--- src/rtl/ethernet_pkg.sv ---
// Shared constants, FSM state encoding and the byte-wide CRC-32 step used by the RX framer.
package ethernet_pkg;
  localparam logic [7:0]  PREAMBLE    = 8'h55;
  localparam logic [7:0]  SFD         = 8'hD5;
  localparam logic [31:0] CRC_POLY    = 32'hEDB88320;
  localparam logic [31:0] CRC_INIT    = 32'hFFFFFFFF;
  localparam logic [31:0] CRC_RESIDUE = 32'hDEBB20E3;

  typedef enum logic [1:0] {
    ST_IDLE,
    ST_PREAMBLE,
    ST_DATA,
    ST_DISCARD
  } state_e;

  // Reflected CRC-32, one byte LSB-first; no final inversion, so a good frame leaves the residue.
  function automatic logic [31:0] crc32_byte(input logic [31:0] crc, input logic [7:0] data);
    logic [31:0] r;
    r = crc ^ {24'h0, data};
    for (int i = 0; i < 8; i++) begin
      r = r[0] ? ((r >> 1) ^ CRC_POLY) : (r >> 1);
    end
    return r;
  endfunction
endpackage

--- src/rtl/ethernet_crc32.sv ---
// Byte-wide CRC-32 register: init reloads the seed, en folds one byte in (init wins).
module ethernet_crc32
  import ethernet_pkg::*;
(
  input  logic        clock,
  input  logic        reset,
  input  logic        init,
  input  logic        en,
  input  logic [7:0]  data,
  output logic [31:0] crc
);
  logic [31:0] crc_q, crc_d;

  always_comb begin
    crc_d = crc_q;
    if (init)    crc_d = CRC_INIT;
    else if (en) crc_d = crc32_byte(crc_q, data);
  end

  always_ff @(posedge clock or posedge reset) begin
    if (reset) crc_q <= CRC_INIT;
    else       crc_q <= crc_d;
  end

  assign crc = crc_q;
endmodule

--- src/rtl/ethernet_rx_framer.sv ---
// GMII receive framer: strips preamble/SFD, checks FCS and length, emits valid/last bytes and counts frames.
// ETHERNET_RX_FCS_STRIP_EN selects a 5-byte delay buffer so the FCS never reaches the output.
module ethernet_rx_framer
  import ethernet_pkg::*;
#(
  parameter int MIN_FRAME = 64,
  parameter int MAX_FRAME = 1518
) (
  input  logic        clock,
  input  logic        reset,
  input  logic [7:0]  io_rx_data,
  input  logic        io_rx_valid,
  input  logic        io_rx_error,
  output logic        io_out_valid,
  output logic [7:0]  io_out_data,
  output logic        io_out_last,
  output logic        io_out_error,
  output logic [15:0] io_stat_good,
  output logic [15:0] io_stat_bad
);
`ifdef ETHERNET_RX_FCS_STRIP_EN
  localparam int DEPTH = 5;
`else
  localparam int DEPTH = 1;
`endif
  localparam int NW = $clog2(MAX_FRAME + 2);
  localparam int CW = $clog2(DEPTH + 1);
  localparam logic [NW-1:0] N_SAT = NW'(MAX_FRAME + 1);
  localparam logic [CW-1:0] FULL  = CW'(DEPTH);

  state_e                 state_q, state_d;
  logic [NW-1:0]          len_q, len_d;
  logic                   err_q, err_d;
  logic [DEPTH-1:0][7:0]  buf_q, buf_d;
  logic [CW-1:0]          cnt_q, cnt_d;
  logic                   out_valid_q, out_valid_d;
  logic [7:0]             out_data_q, out_data_d;
  logic                   out_last_q, out_last_d;
  logic                   out_error_q, out_error_d;
  logic [15:0]            good_q, good_d;
  logic [15:0]            bad_q, bad_d;
  logic [31:0]            crc;
  logic                   take, frame_end, frame_bad;

  assign take      = (state_q == ST_DATA) && io_rx_valid;
  assign frame_end = (state_q == ST_DATA) && !io_rx_valid;

  ethernet_crc32 u_crc (
    .clock (clock),
    .reset (reset),
    .init  (!take),
    .en    (take),
    .data  (io_rx_data),
    .crc   (crc)
  );

  assign frame_bad = err_q || (crc != CRC_RESIDUE) ||
                     (len_q < NW'(MIN_FRAME)) || (len_q > NW'(MAX_FRAME));

  always_comb begin
    state_d = state_q;
    case (state_q)
      ST_IDLE: begin
        if (io_rx_valid) begin
          if (io_rx_data == PREAMBLE) state_d = ST_PREAMBLE;
          else if (io_rx_data == SFD) state_d = ST_DATA;
          else                        state_d = ST_DISCARD;
        end
      end
      ST_PREAMBLE: begin
        if (!io_rx_valid)                state_d = ST_IDLE;
        else if (io_rx_data == SFD)      state_d = ST_DATA;
        else if (io_rx_data != PREAMBLE) state_d = ST_DISCARD;
      end
      ST_DATA:    if (!io_rx_valid) state_d = ST_IDLE;
      ST_DISCARD: if (!io_rx_valid) state_d = ST_IDLE;
      default:    state_d = ST_DISCARD;
    endcase
  end

  always_comb begin
    len_d       = '0;
    err_d       = 1'b0;
    buf_d       = buf_q;
    cnt_d       = '0;
    out_valid_d = 1'b0;
    out_data_d  = out_data_q;
    out_last_d  = 1'b0;
    out_error_d = 1'b0;
    good_d      = good_q;
    bad_d       = bad_q;
    if (take) begin
      len_d    = (len_q == N_SAT) ? len_q : len_q + 1'b1;
      err_d    = err_q | io_rx_error;
      buf_d[0] = io_rx_data;
      for (int i = 1; i < DEPTH; i++) buf_d[i] = buf_q[i-1];
      cnt_d    = (cnt_q == FULL) ? cnt_q : cnt_q + 1'b1;
      if (cnt_q == FULL) begin
        out_valid_d = 1'b1;
        out_data_d  = buf_q[DEPTH-1];
      end
    end else if (frame_end) begin
      // Only the oldest buffered byte survives; the younger ones are the FCS tail (or nothing to emit).
      if (cnt_q == FULL) begin
        out_valid_d = 1'b1;
        out_last_d  = 1'b1;
        out_error_d = frame_bad;
        out_data_d  = buf_q[DEPTH-1];
      end
      if ((cnt_q == FULL) && !frame_bad) good_d = (good_q == 16'hFFFF) ? good_q : good_q + 16'd1;
      else                               bad_d  = (bad_q  == 16'hFFFF) ? bad_q  : bad_q  + 16'd1;
    end
  end

  always_ff @(posedge clock or posedge reset) begin
    if (reset) begin
      state_q     <= ST_DISCARD;
      len_q       <= '0;
      err_q       <= 1'b0;
      buf_q       <= '0;
      cnt_q       <= '0;
      out_valid_q <= 1'b0;
      out_data_q  <= '0;
      out_last_q  <= 1'b0;
      out_error_q <= 1'b0;
      good_q      <= '0;
      bad_q       <= '0;
    end else begin
      state_q     <= state_d;
      len_q       <= len_d;
      err_q       <= err_d;
      buf_q       <= buf_d;
      cnt_q       <= cnt_d;
      out_valid_q <= out_valid_d;
      out_data_q  <= out_data_d;
      out_last_q  <= out_last_d;
      out_error_q <= out_error_d;
      good_q      <= good_d;
      bad_q       <= bad_d;
    end
  end

  assign io_out_valid = out_valid_q;
  assign io_out_data  = out_data_q;
  assign io_out_last  = out_last_q;
  assign io_out_error = out_error_q;
  assign io_stat_good = good_q;
  assign io_stat_bad  = bad_q;
endmodule

--- config.mk ---
export PLATFORM = sky130hd
export DESIGN_NAME = ethernet_rx_framer
export DESIGN_NICKNAME = d
export VERILOG_FILES = /design/src/rtl/ethernet_pkg.sv /design/src/rtl/ethernet_crc32.sv /design/src/rtl/ethernet_rx_framer.sv
export SDC_FILE = /design/constraint.sdc
export NUM_CORES = 1
export LEC_CHECK = 0
export ABC_CLOCK_PERIOD_IN_PS = 3200
export BUFFER_PORTS_ARGS = -buffer_cell sky130_fd_sc_hd__buf_2
export CAP_MARGIN = 10
export CORE_ASPECT_RATIO = 1.2
export CORE_MARGIN = 2
export CORE_UTILIZATION = 45
export DETAILED_ROUTE_END_ITERATION = 7
export GPL_ROUTABILITY_DRIVEN = 0
export GPL_TIMING_DRIVEN = 0
export PLACE_DENSITY_LB_ADDON = 0.12
export SLEW_MARGIN = 15
export SYNTH_ARGS = -nofsm -noshare
export SYNTH_HDL_FRONTEND = slang
export SYNTH_SLANG_ARGS = --single-unit
export TNS_END_PERCENT = 30
--- constraint.sdc ---
create_clock -name clock -period 3.2 [get_ports clock]
set_clock_uncertainty 0.1 [all_clocks]
set_input_delay 0.16 -clock clock [delete_from_list [all_inputs] [get_ports clock]]
set_output_delay 0.16 -clock clock [all_outputs]
set_load 0.05 [all_outputs]
# After elaboration in Yosys (flattened, before gate mapping)
# Index checks and enable logic that the tools add are counted.
[word_totals]
reg_bits = 98
latch_bits = 0
ramBits = 0
romBits = 0
in_bits = 12
output_inout_bits = 43
wordCells = 92
mem_count = 0
[op_classes]
addsub = 4
multipliers = 0
n_div = 0
order_cmp = 2
n_eq_ne = 14
shifts = 0
mux = 32
n_bitwise = 14
reduce_logical = 14
[ops]
columns = ["operator", "count"]
rows = [
  ["two-way mux 32 bit", 9],
  ["NOT 13 -> 14 bit", 8],
  ["adder 16 x 1 -> 16 bit (second input constant)", 2],
  ["equality test 16 bit (second input constant)", 2],
  ["!= test 32 bit (second input constant)", 1],
  ["XOR 32 x 8 -> 32 bit", 1],
  ["two-way mux 8 bit", 3],
  ["two-way mux 11 bit", 2],
  ["two-way mux 2 bit", 6],
  ["adder 11 x 1 -> 11 bit (second input constant)", 1],
  ["equality test 11 bit (second input constant)", 1],
  ["> comparator 11 bit (second input constant)", 1],
  ["less-than comparator 11 x 7 -> 1 bit (second input constant)", 1],
  ["two-way mux 1 bit", 11],
  ["equality test 8 x 7 -> 1 bit (second input constant)", 1],
  ["equality test 8 bit (second input constant)", 1],
  ["!= test 8 x 7 -> 1 bit (second input constant)", 1],
  ["AND reduction 4 bit", 2],
  ["!= test 2 bit (second input constant)", 3],
  ["case mux 2 bit (3 select lines)", 1],
  ["equality test 2 bit (second input constant)", 2],
  ["!= test 4 bit (second input constant)", 1],
  ["NOT 1 bit", 4],
  ["logical AND 1 bit", 3],
  ["other kinds (9)", 12],
]

# Logic depth before layout (Yosys ltp)
# Gate-level depths: netlist of run 1.
[logic_depth]
depth_word = 18
mapped_depth = 7
mapped_depth_nobuf = 6

# Modules after synthesis
# A second synthesis of run 1 with hierarchy kept.
[hier_totals]
hier_cells = 444
area_unflattened_um2 = 5397.7
[modules_own_cells]
columns = ["mod", "n_inst", "cells_per_inst", "area_per_inst_um2", "seq_area_each_um2"]
rows = [
  ["ethernet_rx_framer", 1, 271, 3131.8, 1654.1],
  ["ethernet_crc32", 1, 173, 2265.9, 840.8],
]

# Worst setup path before layout of run 1
# Ideal clock, no wire load.
[synth_timing]
path_kind = "reg-to-reg"
from = "reg bad_q[2], in the netlist io_stat_bad[2]"
to = "reg bad_q[9], in the netlist io_stat_bad[9]"
setup_time_ns = 0.145
arrival_time_ns = 2.094
required_time_ns = 2.955
slack_ns = 0.861
path_stages_with_launch = 7
n_path_buf = 1
synth_period_minus_slack_ns = 2.339
path_cell_list = "dfrtp_1 and4_1 nand4_1 o311ai_2 buf_2 a211oi_1 xor2_1"
[synth_via]
elab_chain_cells = 3
word_cells_on_any_way = 4
classes_between = "add/sub (1); eq/ne (1); bitwise (1); reduce/logical (1)"
[synth_rtl]
columns = ["element", "line", "source"]
rows = [
  ["start, declared", "ethernet_rx_framer.sv:41", "logic [15:0] bad_q, bad_d;"],
  ["start signal, assigned", "ethernet_rx_framer.sv:127", "bad_q <= '0;"],
  ["start signal, assigned", "ethernet_rx_framer.sv:139", "bad_q <= bad_d;"],
  ["branches (longest 3 deep; another with adder 16 x 1 -> 16 bit)", "--", ""],
]
# Parallel ways; which one is timed is not known.
# A chain may end at the register's enable or synchronous reset.

# Worst setup path after layout of run 1
[layout_timing]
from = "reg state_q[1]"
to = "reg u_crc.crc_q[14], in the netlist u_crc.crc[14]"
[layout_via]
elab_chain_cells = 3
[layout_rtl]
columns = ["element", "line", "source"]
rows = [
  ["start, declared", "ethernet_rx_framer.sv:31", "state_e state_q, state_d;"],
  ["start signal, assigned", "ethernet_rx_framer.sv:129", "state_q <= state_d;"],
  ["equality test 2 bit", "ethernet_rx_framer.sv:45", "assign take = (state_q == ST_DATA) && io_rx_valid;"],
  ["logical AND 1 bit", "ethernet_rx_framer.sv:45", ""],
  ["two-way mux 32 bit", "ethernet_crc32.sv:16", "if (init) crc_d = CRC_INIT;"],
  ["named net u_crc.crc_d[14]", "ethernet_crc32.sv:12", "logic [31:0] crc_q, crc_d;"],
  ["end signal, assigned", "ethernet_crc32.sv:22", "else crc_q <= crc_d;"],
  ["end, declared", "ethernet_crc32.sv:12", ""],
]
# The timed path passes the listed nets, and every way through them passes these cells.

==> run metrics, run 1 <==
R2R Setup Slk=0.52 ns; R2R cell count=6; CP required=3.35 ns; gr usage total=0.184; first-pass GRT wire length=17100 um; final WL=10400 um; worst vdd ir=0.000374 V; Max stage delay on crit path=0.56 ns; Synth Flop Type=dfrtp_1; Max Cap Viol=0; cts repair resizes=0; Post-synth EDFFs=0; Iter 0 DRT Violations=136; # H-tree levels=3; final number of setup-violating endpoints=0; Tcrit/Tclk final=0.839; CP endpoint kind=flip-flop; setup_tns=0 ns; status=finished clean; share of layout cells above drive strength 1=0.279; library cells used by synthesis=48; row cnt=41; largest net degree at the start of global routing=79; Rel. slew slack=0.547; Clock transition at path regs=0.07 ns; CP max FO=10; Die Footprint=11800 um^2; Top cell by count, worst path=nand2_1; fmax=0.372 GHz; diodes inserted=0; register area=2490 um^2; post-synthesis average cell area=11.4 um^2; min Tclk post-route=2.68 ns; CTS Buf Count=9; fill count=911; CP cell instances=nor2b_1 -> nand2_1 -> inv_1 -> clkbuf_1 -> buf_1 -> nand2_1; chip width=99.7 um; Clock Latency Late Sink=0.35 ns; clock power share=0.325; nets=523; Comb power frac=0.293; Hold Crit Start=io_rx_data[0]; placed cells=617; Synth-to-Final Area Change=18.6%; Power per Cell Area=689 nW/um^2; Crit-path slowest cell=nor2b_1; Buf+Inv Stages, Crit Path=3; RSZ-0062 raised after global routing=no; die span in y=119 um; Yosys reg bits=98; kind of critical path=reg2reg; Hold Path Depth=3; Pre-antenna DRT Iters=5; Net Sw Frac=0.321; RR Startpoint=state_q[1]$_DFFE_PP1P_; Top delay family on crit path=buffers and inverters; CTS tree=yes; multi-input logic area=2360 um^2; Hold WC Path Type=in2reg; Synth Instances=433; P_int=2.75 mW; final max-slew violation count=0; DRC violations left=0; clock sink total=98; initial antenna violation count=0; Seq pwr share=0.382; Via density=5.25; DR vias=3369; Routed Antenna Nets=0; most common cell after layout, fill and taps aside=dfrtp_1; DR WL/cell=16.2 um; Yosys warning total=0; final cell count without fillers=642; Min-Delay Endpoint=buf_q[0]$_DFFE_PP0P_; io pins=55; GRT overflow=0; Mapped Nets=448; sequential-to-total area share from yosys stat=0.505; vias in the first global route=3365; Mapped Area=4940 um^2; effective utilization at floorplan=0.466; Worst R2R End=u_crc.crc[14]$_DFF_PP1_; Max Root-Sink Buffers=2; placed wire-length estimate=7400 um; total power=4.04 mW; Worst Setup SP=state_q[1]$_DFFE_PP1P_; Synth async-reset ratio=1.00; most frequent cells in the layout=dfrtp_1 (64), buf_2 (59), nand2_1 (56), xnor2_1 (56), xor2_1 (35); slew at the pin closest to its max-slew limit=0.678 ns; Core Region=10600 um^2; IO buf count=54; root buffer cell=clkbuf_16; LEAKAGE=2.68 nW; Switch Pwr=1.30 mW; Final Hold Vio Count=0; Startpoint Class=flip-flop; Critical Path AT=2.83 ns
## per-layer routing
metal / vias to the layer above / GRT usage / wire length (um)
li1: 1634 / - / -
met1: 1638 / 0.254 / 4870
met2: 81 / 0.290 / 5060
met3: 16 / 0.0235 / 251
met4: 0 / 0.0796 / 198
met5: - / 0 / 0
## through the flow
step            util  setup WS (ns)  cell area [um^2]  hold slack, ns
6_report       0.552          0.515              5860          0.0193
3_5_place_dp   0.509          0.544              5410          0.0147
4_1_cts        0.552          0.512              5860          0.0117
5_1_grt        0.552          0.315              5860          0.0441
3_3_place_gp   0.506         -0.771              5380           0.309
2_1_floorplan      -          0.434              4940           0.131
## logic make-up after synthesis
logic type / share of synthesized area
AOI/OAI and AO/OA: 0.0443
xor gates and xnor gates: 0.215
adders and majority gates: 0.00759
buffers and inverters: 0.0180
DFF: 0.505
muxes: 0.0309
and+or+nand+nor: 0.179
## repair_timing
item / 4_1_cts / 5_1_grt
hold buffers: 9 / 0
endpoints found under the setup margin: 0 / 0
buffers inserted: 0 / 0
endpoints found under the hold margin: 32 / 0
## worst reg2reg max path: cells and delay by family, from the launching register on
| kind | cells | cell delay, ns |
|---|---|---|
| buf+inv | 3 | 1.00 |
| flops | 1 | 0.54 |
| simple gates | 3 | 0.96 |
## how the worst max path moves through the flow
stage                     depth (start not counted)                         end
after global routing                              6     u_crc.crc[29]$_DFF_PP1_
after detailed placement                          6     u_crc.crc[15]$_DFF_PP1_
final                                             6     u_crc.crc[14]$_DFF_PP1_
after global placement                            2  io_out_data[0]$_DFFE_PP0P_
after CTS                                         6     u_crc.crc[15]$_DFF_PP1_
after floorplan                                   1        buf_q[0]$_DFFE_PP0P_
## cell usage after synthesis (3+ instances only)
cell / n / area, um^2
nor4bb_1: 4 / 40.0
clkbuf_1: 6 / 22.5
a211oi_1: 11 / 82.6
and4b_1: 3 / 30.0
dfrtp_1: 64 / 1600
nand2_1: 56 / 210
inv_1: 9 / 33.8
o21ai_0: 6 / 30.0
nand3_1: 19 / 95.1
and4_1: 6 / 52.6
xor2_1: 35 / 307
buf_2: 5 / 25.0
xnor2_2: 9 / 146
nand4_1: 15 / 93.8
mux2_2: 8 / 90.1
mux2i_1: 4 / 40.0
nor2_1: 21 / 78.8
ha_1: 3 / 37.5
dfstp_2: 34 / 893
nor3_1: 3 / 15.0
nor4_2: 3 / 37.5
and3_1: 13 / 81.3
xnor2_1: 56 / 490
and2_1: 7 / 43.8
nand2b_1: 4 / 25.0
## layout make-up
type,instances,share of cell area
clock inverter,7,0.0241
timing repair buffer,64,0.0661
sequential,98,0.425
clock buffer,9,0.0384
inverter,9,0.00661
buffer,13,0.00939
tap,129,0.0275
multi-input combinational,313,0.402
## flip-flops by register name (all words and copies together) (netlist names)
register      flops
io_stat_good     16
err_q             1
len_q            11
io_out_error      1
state_q           2
io_out_last       1
io_stat_bad      16
io_out_data       8
buf_q             8
cnt_q             1
io_out_valid      1
u_crc.crc        32
## power by group through the flow
| stage | registers, mW | clock network (mW) | logic, mW |
|---|---|---|---|
| 3_3_place_gp | 1.56 | 0 | 1.17 |
| 6_report | 1.54 | 1.31 | 1.19 |
| 2_1_floorplan | 1.77 | 0 | 0.729 |
| 5_1_grt | 1.57 | 1.39 | 1.27 |
| 4_1_cts | 1.55 | 1.34 | 1.19 |
| 3_5_place_dp | 1.57 | 0 | 1.17 |
Power figures use the tool's default switching activity.
==> inputs of run 2 (changes only) <==
--- a/config.mk
+++ b/config.mk
@@ -5,7 +5,7 @@
 export SDC_FILE = /design/constraint.sdc
 export NUM_CORES = 1
 export LEC_CHECK = 0
-export ABC_CLOCK_PERIOD_IN_PS = 3200
+export ABC_CLOCK_PERIOD_IN_PS = 2600
 export BUFFER_PORTS_ARGS = -buffer_cell sky130_fd_sc_hd__buf_2
 export CAP_MARGIN = 10
 export CORE_ASPECT_RATIO = 1.2
==> constraint.sdc (replaced) <==
create_clock -name clock -period 2.6 [get_ports clock]
set_clock_uncertainty 0.1 [all_clocks]
set_input_delay 0.13 -clock clock [delete_from_list [all_inputs] [get_ports clock]]
set_output_delay 0.13 -clock clock [all_outputs]
set_load 0.05 [all_outputs]
==> run 2 against run 1 <==
Sequential power rose by 23%. Clock power increased by 3%. Global-route usage increased by 0.13 points. Die area is the same. Largest power group unchanged. Critical path depth is the same.
==> run metrics, run 2 (synthesis results as in run 1) <==
most frequent cells in the layout=dfrtp_1 (64), buf_2 (59), nand2_1 (56), xnor2_1 (56), xor2_1 (35); hold slack=0.0290 ns (+0.00962 ns); CTS Buf Count=9 (unchanged); Worst R2R End=io_stat_good[10]$_DFFE_PP0P_; Max Root-Sink Buffers=2 (unchanged); RR Startpoint=u_crc.crc[20]$_DFF_PP1_; Seq pwr share=0.405 (+0.023); Synth-to-Final Area Change=18.0%; R2R Setup Slk=0.19 ns (-0.33 ns); Critical Path AT=2.54 ns (-0.29 ns); min Tclk post-route=2.41 ns (-0.273 ns); effective utilization at floorplan=0.466 (unchanged); clock power share=0.287 (-0.038); Hold WC Path Type=in2reg; clock sink total=98 (unchanged); row cnt=41 (unchanged); Routed Antenna Nets=0 (unchanged); fmax=0.415 GHz (+11%); final max-slew violation count=0 (unchanged); Placement Cell Area=5420 um^2 (+0.21%); gr usage total=0.185 (+0.00127); status=finished clean; final WL=10300 um (-0.86%); placed wire-length estimate=7450 um (+0.68%); Die Footprint=11800 um^2 (unchanged); Core Region=10600 um^2 (unchanged); CP endpoint kind=flip-flop; P_int=3.12 mW (+14%); DR vias=3348 (-0.62%); Post-Route Utilization=0.549 (-0.00283); Rel. slew slack=0.539 (-0.00754); die span in y=119 um (unchanged); CP required=2.73 ns (-0.62 ns); Hold Path Depth=3 (unchanged); RSZ-0062 raised after global routing=yes; Final Hold Vio Count=0 (unchanged); Iter 0 DRT Violations=134 (-1.5%); DRC violations left=0 (unchanged); design area=5830 um^2 (-0.51%); share of layout cells above drive strength 1=0.282 (+0.00280); CTS tree=yes; initial antenna violation count=0 (unchanged); io pins=55 (unchanged); diodes inserted=0 (unchanged); Net Sw Frac=0.337 (+0.0159); DR WL/cell=16.0 um (-1.2%); root buffer cell=clkbuf_16; chip width=99.7 um (unchanged); largest net degree at the start of global routing=37 (-53%); nets=525 (+0.38%); Tcrit/Tclk final=0.927 (+0.0885); # H-tree levels=3 (unchanged); slew at the pin closest to its max-slew limit=0.689 ns (+0.0113 ns); R2R cell count=6 (unchanged); Min-Delay Endpoint=u_crc.crc[23]$_DFF_PP1_; Clock transition at path regs=0.07 ns (about the same); Pre-antenna DRT Iters=4 (-1); Comb power frac=0.308 (+0.015); Startpoint Class=flip-flop; first-pass GRT wire length=17200 um (+0.57%); Max Cap Viol=0 (unchanged); max reg flops=32 (unchanged); final number of setup-violating endpoints=0 (unchanged); GRT overflow=0 (unchanged); fill count=929 (+2.0%); LEAKAGE=2.67 nW (-0.24%); IO buf count=54 (unchanged); vias in the first global route=3306 (-1.8%); Via density=5.20 (-0.93%); Clock Latency Late Sink=0.34 ns (about the same); Switch Pwr=1.58 mW (+22%); Hold Crit Start=io_rx_valid; Power per Cell Area=805 nW/um^2 (+17%); most common cell after layout, fill and taps aside=dfrtp_1; kind of critical path=reg2reg; worst vdd ir=0.000448 V (+20%); CP max FO=10 (unchanged)
[run 2: repair_timing]
item                                    CTS  global route
hold endpoints to repair                 38             0
buffers inserted                          0             0
endpoints found under the setup margin   23            16
hold buffers                             10             0
resized for setup                         2             2
cloned                                    0             0
[run 2: area by class of cell]
cell class              count  area, um^2  area share
inverters                   9        37.5     0.00643
multi-input cells         313        2370       0.406
well taps                 129         161      0.0277
repair buffers             66         410      0.0703
flip-flops and latches     98        2490       0.428
plain buffers              13        56.3     0.00965
clock inverters             6        66.3      0.0114
clock buffers              10         239      0.0410
[run 2: worst max-delay path, stage by stage, from the launching register on]
cell and delay, ns:
dfstp_2 0.55, nor4bb_1 0.34, nand3_1 0.27, nor3_4 0.41
buf_2 0.31, nand4_1 0.15, xnor2_1 0.16
[run 2: worst max-delay path by stage]
stage                               startpoint                      endpoint  slack (ns)  depth (start not counted)
global route           u_crc.crc[23]$_DFF_PP1_  io_stat_good[10]$_DFFE_PP0P_       -0.03                          6
finish                 u_crc.crc[20]$_DFF_PP1_  io_stat_good[10]$_DFFE_PP0P_        0.19                          6
CTS                     state_q[1]$_DFFE_PP1P_       u_crc.crc[15]$_DFF_PP1_        0.15                          6
floorplan           io_stat_bad[2]$_DFFE_PP0P_    io_stat_bad[9]$_DFFE_PP0P_        0.26                          6
global placement        state_q[1]$_DFFE_PP1P_       u_crc.crc[28]$_DFF_PP1_       -0.06                          6
detailed placement      state_q[1]$_DFFE_PP1P_       u_crc.crc[15]$_DFF_PP1_       -0.06                          6
[run 2: power by group through the flow]
stage | clock [mW] | combinational [mW] | sequential [mW]
2_1_floorplan | 0 | 0.898 | 2.17
3_3_place_gp | 0 | 1.44 | 1.92
3_5_place_dp | 0 | 1.44 | 1.93
4_1_cts | 1.38 | 1.46 | 1.90
5_1_grt | 1.45 | 1.56 | 1.93
6_report | 1.35 | 1.45 | 1.90
[run 2: stage by stage]
stage | cells | setup slack (ns) | TNS [ns] | power, mW
final | 644 | 0.189 | 0 | 4.70
after global routing | 644 | -0.0255 | -0.0255 | 4.94
after CTS | 644 | 0.148 | 0 | 4.75
after detailed placement | 618 | -0.0622 | -0.608 | 3.37
after global placement | 616 | -0.0616 | -0.842 | 3.36
after floorplan | 433 | 0.261 | 0 | 3.07
[run 2: layer usage]
| layer | GRT usage | routed length, um | up-vias |
|---|---|---|---|
| met5 | 0 | 0 | - |
| met4 | 0.0608 | 148 | 0 |
| met3 | 0.0305 | 363 | 13 |
| met2 | 0.287 | 4930 | 69 |
| met1 | 0.264 | 4840 | 1631 |
| li1 | - | - | 1635 |
==> inputs of run 3 (changes only) <==
--- a/config.mk
+++ b/config.mk
@@ -11,6 +11,7 @@
 export CORE_ASPECT_RATIO = 1.2
 export CORE_MARGIN = 2
 export CORE_UTILIZATION = 45
+export CTS_BUF_LIST = sky130_fd_sc_hd__clkbuf_16
 export DETAILED_ROUTE_END_ITERATION = 7
 export GPL_ROUTABILITY_DRIVEN = 0
 export GPL_TIMING_DRIVEN = 0
==> run 3 against run 2 <==
Via count shrank 0.15%. Critical path depth is the same. Utilization shrank 0.094 points. Cell area shrank 0.17%. Combinational power is essentially flat. Wire length is essentially flat. Critical endpoint unchanged. Largest cell class unchanged. Largest power group unchanged.
==> run metrics, run 3 (synthesis results as in run 1) <==
fmax=0.415 GHz (about the same); Max Root-Sink Buffers=2 (unchanged); DR WL/cell=16.0 um (about the same); Hold WC Path Type=in2reg; DR vias=3343 (-0.15%); row cnt=41 (unchanged); Min-Delay Endpoint=u_crc.crc[23]$_DFF_PP1_; kind of critical path=reg2reg; largest net degree at the start of global routing=37 (unchanged); RSZ-0062 raised after global routing=yes; Max Cap Viol=0 (unchanged); die span in y=119 um (unchanged); initial antenna violation count=0 (unchanged); GRT overflow=0 (unchanged); status=finished clean; RR Startpoint=u_crc.crc[20]$_DFF_PP1_; R2R Setup Slk=0.19 ns (about the same); CTS tree=yes; root buffer cell=clkbuf_16; Iter 0 DRT Violations=133 (-0.75%); share of layout cells above drive strength 1=0.280 (-0.00194); design area=5820 um^2 (-0.17%); CP max FO=10 (unchanged); Die Footprint=11800 um^2 (unchanged); Tcrit/Tclk final=0.927 (about the same); Synth-to-Final Area Change=17.8%; final max-slew violation count=0 (unchanged); CTS Buf Count=9 (unchanged); Comb power frac=0.310 (+0.002); Seq pwr share=0.407 (+0.002); slew at the pin closest to its max-slew limit=0.689 ns (unchanged); Switch Pwr=1.58 mW (+0.12%); final number of setup-violating endpoints=0 (unchanged); CP required=2.73 ns (about the same); postcts setup bufs=0 (unchanged); io pins=55 (unchanged); vias in the first global route=3306 (unchanged); Worst R2R End=io_stat_good[10]$_DFFE_PP0P_; min Tclk post-route=2.41 ns (-0.00149 ns); Via density=5.19 (-0.15%); Power per Cell Area=802 nW/um^2 (-0.42%); Placement Cell Area=5420 um^2 (unchanged); Worst Setup SP=u_crc.crc[20]$_DFF_PP1_; placed cells=618 (unchanged); Startpoint Class=flip-flop; gr usage total=0.185 (unchanged); effective utilization at floorplan=0.466 (unchanged); hold slack=0.0300 ns (+0.00108 ns); Clock transition at path regs=0.06 ns (about the same); # H-tree levels=3 (unchanged); Net Sw Frac=0.339 (+0.00240); placed wire-length estimate=7450 um (unchanged); Final Hold Vio Count=0 (unchanged); worst vdd ir=0.000452 V (+0.91%); Routed Antenna Nets=0 (unchanged); Hold Path Depth=3 (unchanged); Critical Path AT=2.54 ns (about the same); R2R cell count=6 (unchanged); most common cell after layout, fill and taps aside=dfrtp_1; Pre-antenna DRT Iters=4 (unchanged); DRC violations left=0 (unchanged); Hold Crit Start=io_rx_valid; clock sink total=98 (unchanged); most frequent cells in the layout=dfrtp_1 (64), buf_2 (59), nand2_1 (56), xnor2_1 (56), xor2_1 (35); LEAKAGE=2.67 nW (-0.21%); nets=525 (unchanged); diodes inserted=0 (unchanged); chip width=99.7 um (unchanged); CP endpoint kind=flip-flop; Rel. slew slack=0.539 (unchanged); max reg flops=32 (unchanged); Post-Route Utilization=0.548 (-0.000943); final WL=10300 um (about the same); first-pass GRT wire length=17200 um (unchanged); clock power share=0.283 (-0.004); P_int=3.09 mW (-0.95%); final cell count without fillers=644 (unchanged); Clock Latency Late Sink=0.34 ns (about the same); Core Region=10600 um^2 (unchanged); IO buf count=54 (unchanged)
-- run 3: changes by cell type in the layout (fill, tap and decap cells not counted) --
cell,delta
clkinv_1,+1
clkbuf_8,-1
-- run 3: power by group through the flow --
stage | clock, mW | combinational [mW] | sequential [mW]
floorplan | 0 | 0.898 | 2.17
global placement | 0 | 1.44 | 1.92
detailed placement | 0 | 1.44 | 1.93
CTS | 1.35 | 1.46 | 1.90
global route | 1.42 | 1.56 | 1.93
finish | 1.32 | 1.45 | 1.90
-- run 3: metrics by stage --
stage | setup slack [ns] | total power, mW | setup TNS (ns)
CTS | 0.148 | 4.72 | 0
global placement | -0.0616 | 3.36 | -0.842
floorplan | 0.261 | 3.07 | 0
finish | 0.190 | 4.67 | 0
global route | -0.0244 | 4.91 | -0.0244
detailed placement | -0.0622 | 3.37 | -0.608
-- run 3: layout make-up --
type / instances / area [um^2]
Inverter: 9 / 37.5
Tap cell: 129 / 161
Buffer: 13 / 56.3
Multi-Input combinational cell: 313 / 2370
Clock inverter: 7 / 70.1
Timing Repair Buffer: 66 / 410
Fill cell: 930 / 4790
Sequential cell: 98 / 2490
Clock buffer: 9 / 225
-- run 3: how the worst max path moves through the flow --
stage,end,slack (ns),depth (start not counted)
floorplan,io_stat_bad[9]$_DFFE_PP0P_,0.26,6
global placement,u_crc.crc[28]$_DFF_PP1_,-0.06,6
detailed placement,u_crc.crc[15]$_DFF_PP1_,-0.06,6
CTS,u_crc.crc[15]$_DFF_PP1_,0.15,6
global route,io_stat_good[10]$_DFFE_PP0P_,-0.02,6
finish,io_stat_good[10]$_DFFE_PP0P_,0.19,6
-- run 3: what timing repair did --
item / 4_1_cts / 5_1_grt
setup endpoints to repair: 23 / 16
gates resized for setup: 2 / 2
hold endpoints to repair: 38 / 0
cloned: 0 / 0
hold buffers: 10 / 0
-- run 3: routing by layer --
| metal | up-vias | part of all wire | GRT usage |
|---|---|---|---|
| met5 | - | 0 | 0 |
| met3 | 13 | 0.034 | 0.0305 |
| met1 | 1627 | 0.47 | 0.264 |
| met4 | 0 | 0.014 | 0.0608 |
| met2 | 67 | 0.48 | 0.287 |
| li1 | 1636 | - | - |
-- run 3: critical path: stages (launching register included) --
cell and delay (ns):
dfstp_2 0.55, nor4bb_1 0.34, nand3_1 0.27, nor3_4 0.41, buf_2 0.31, nand4_1 0.15, xnor2_1 0.16
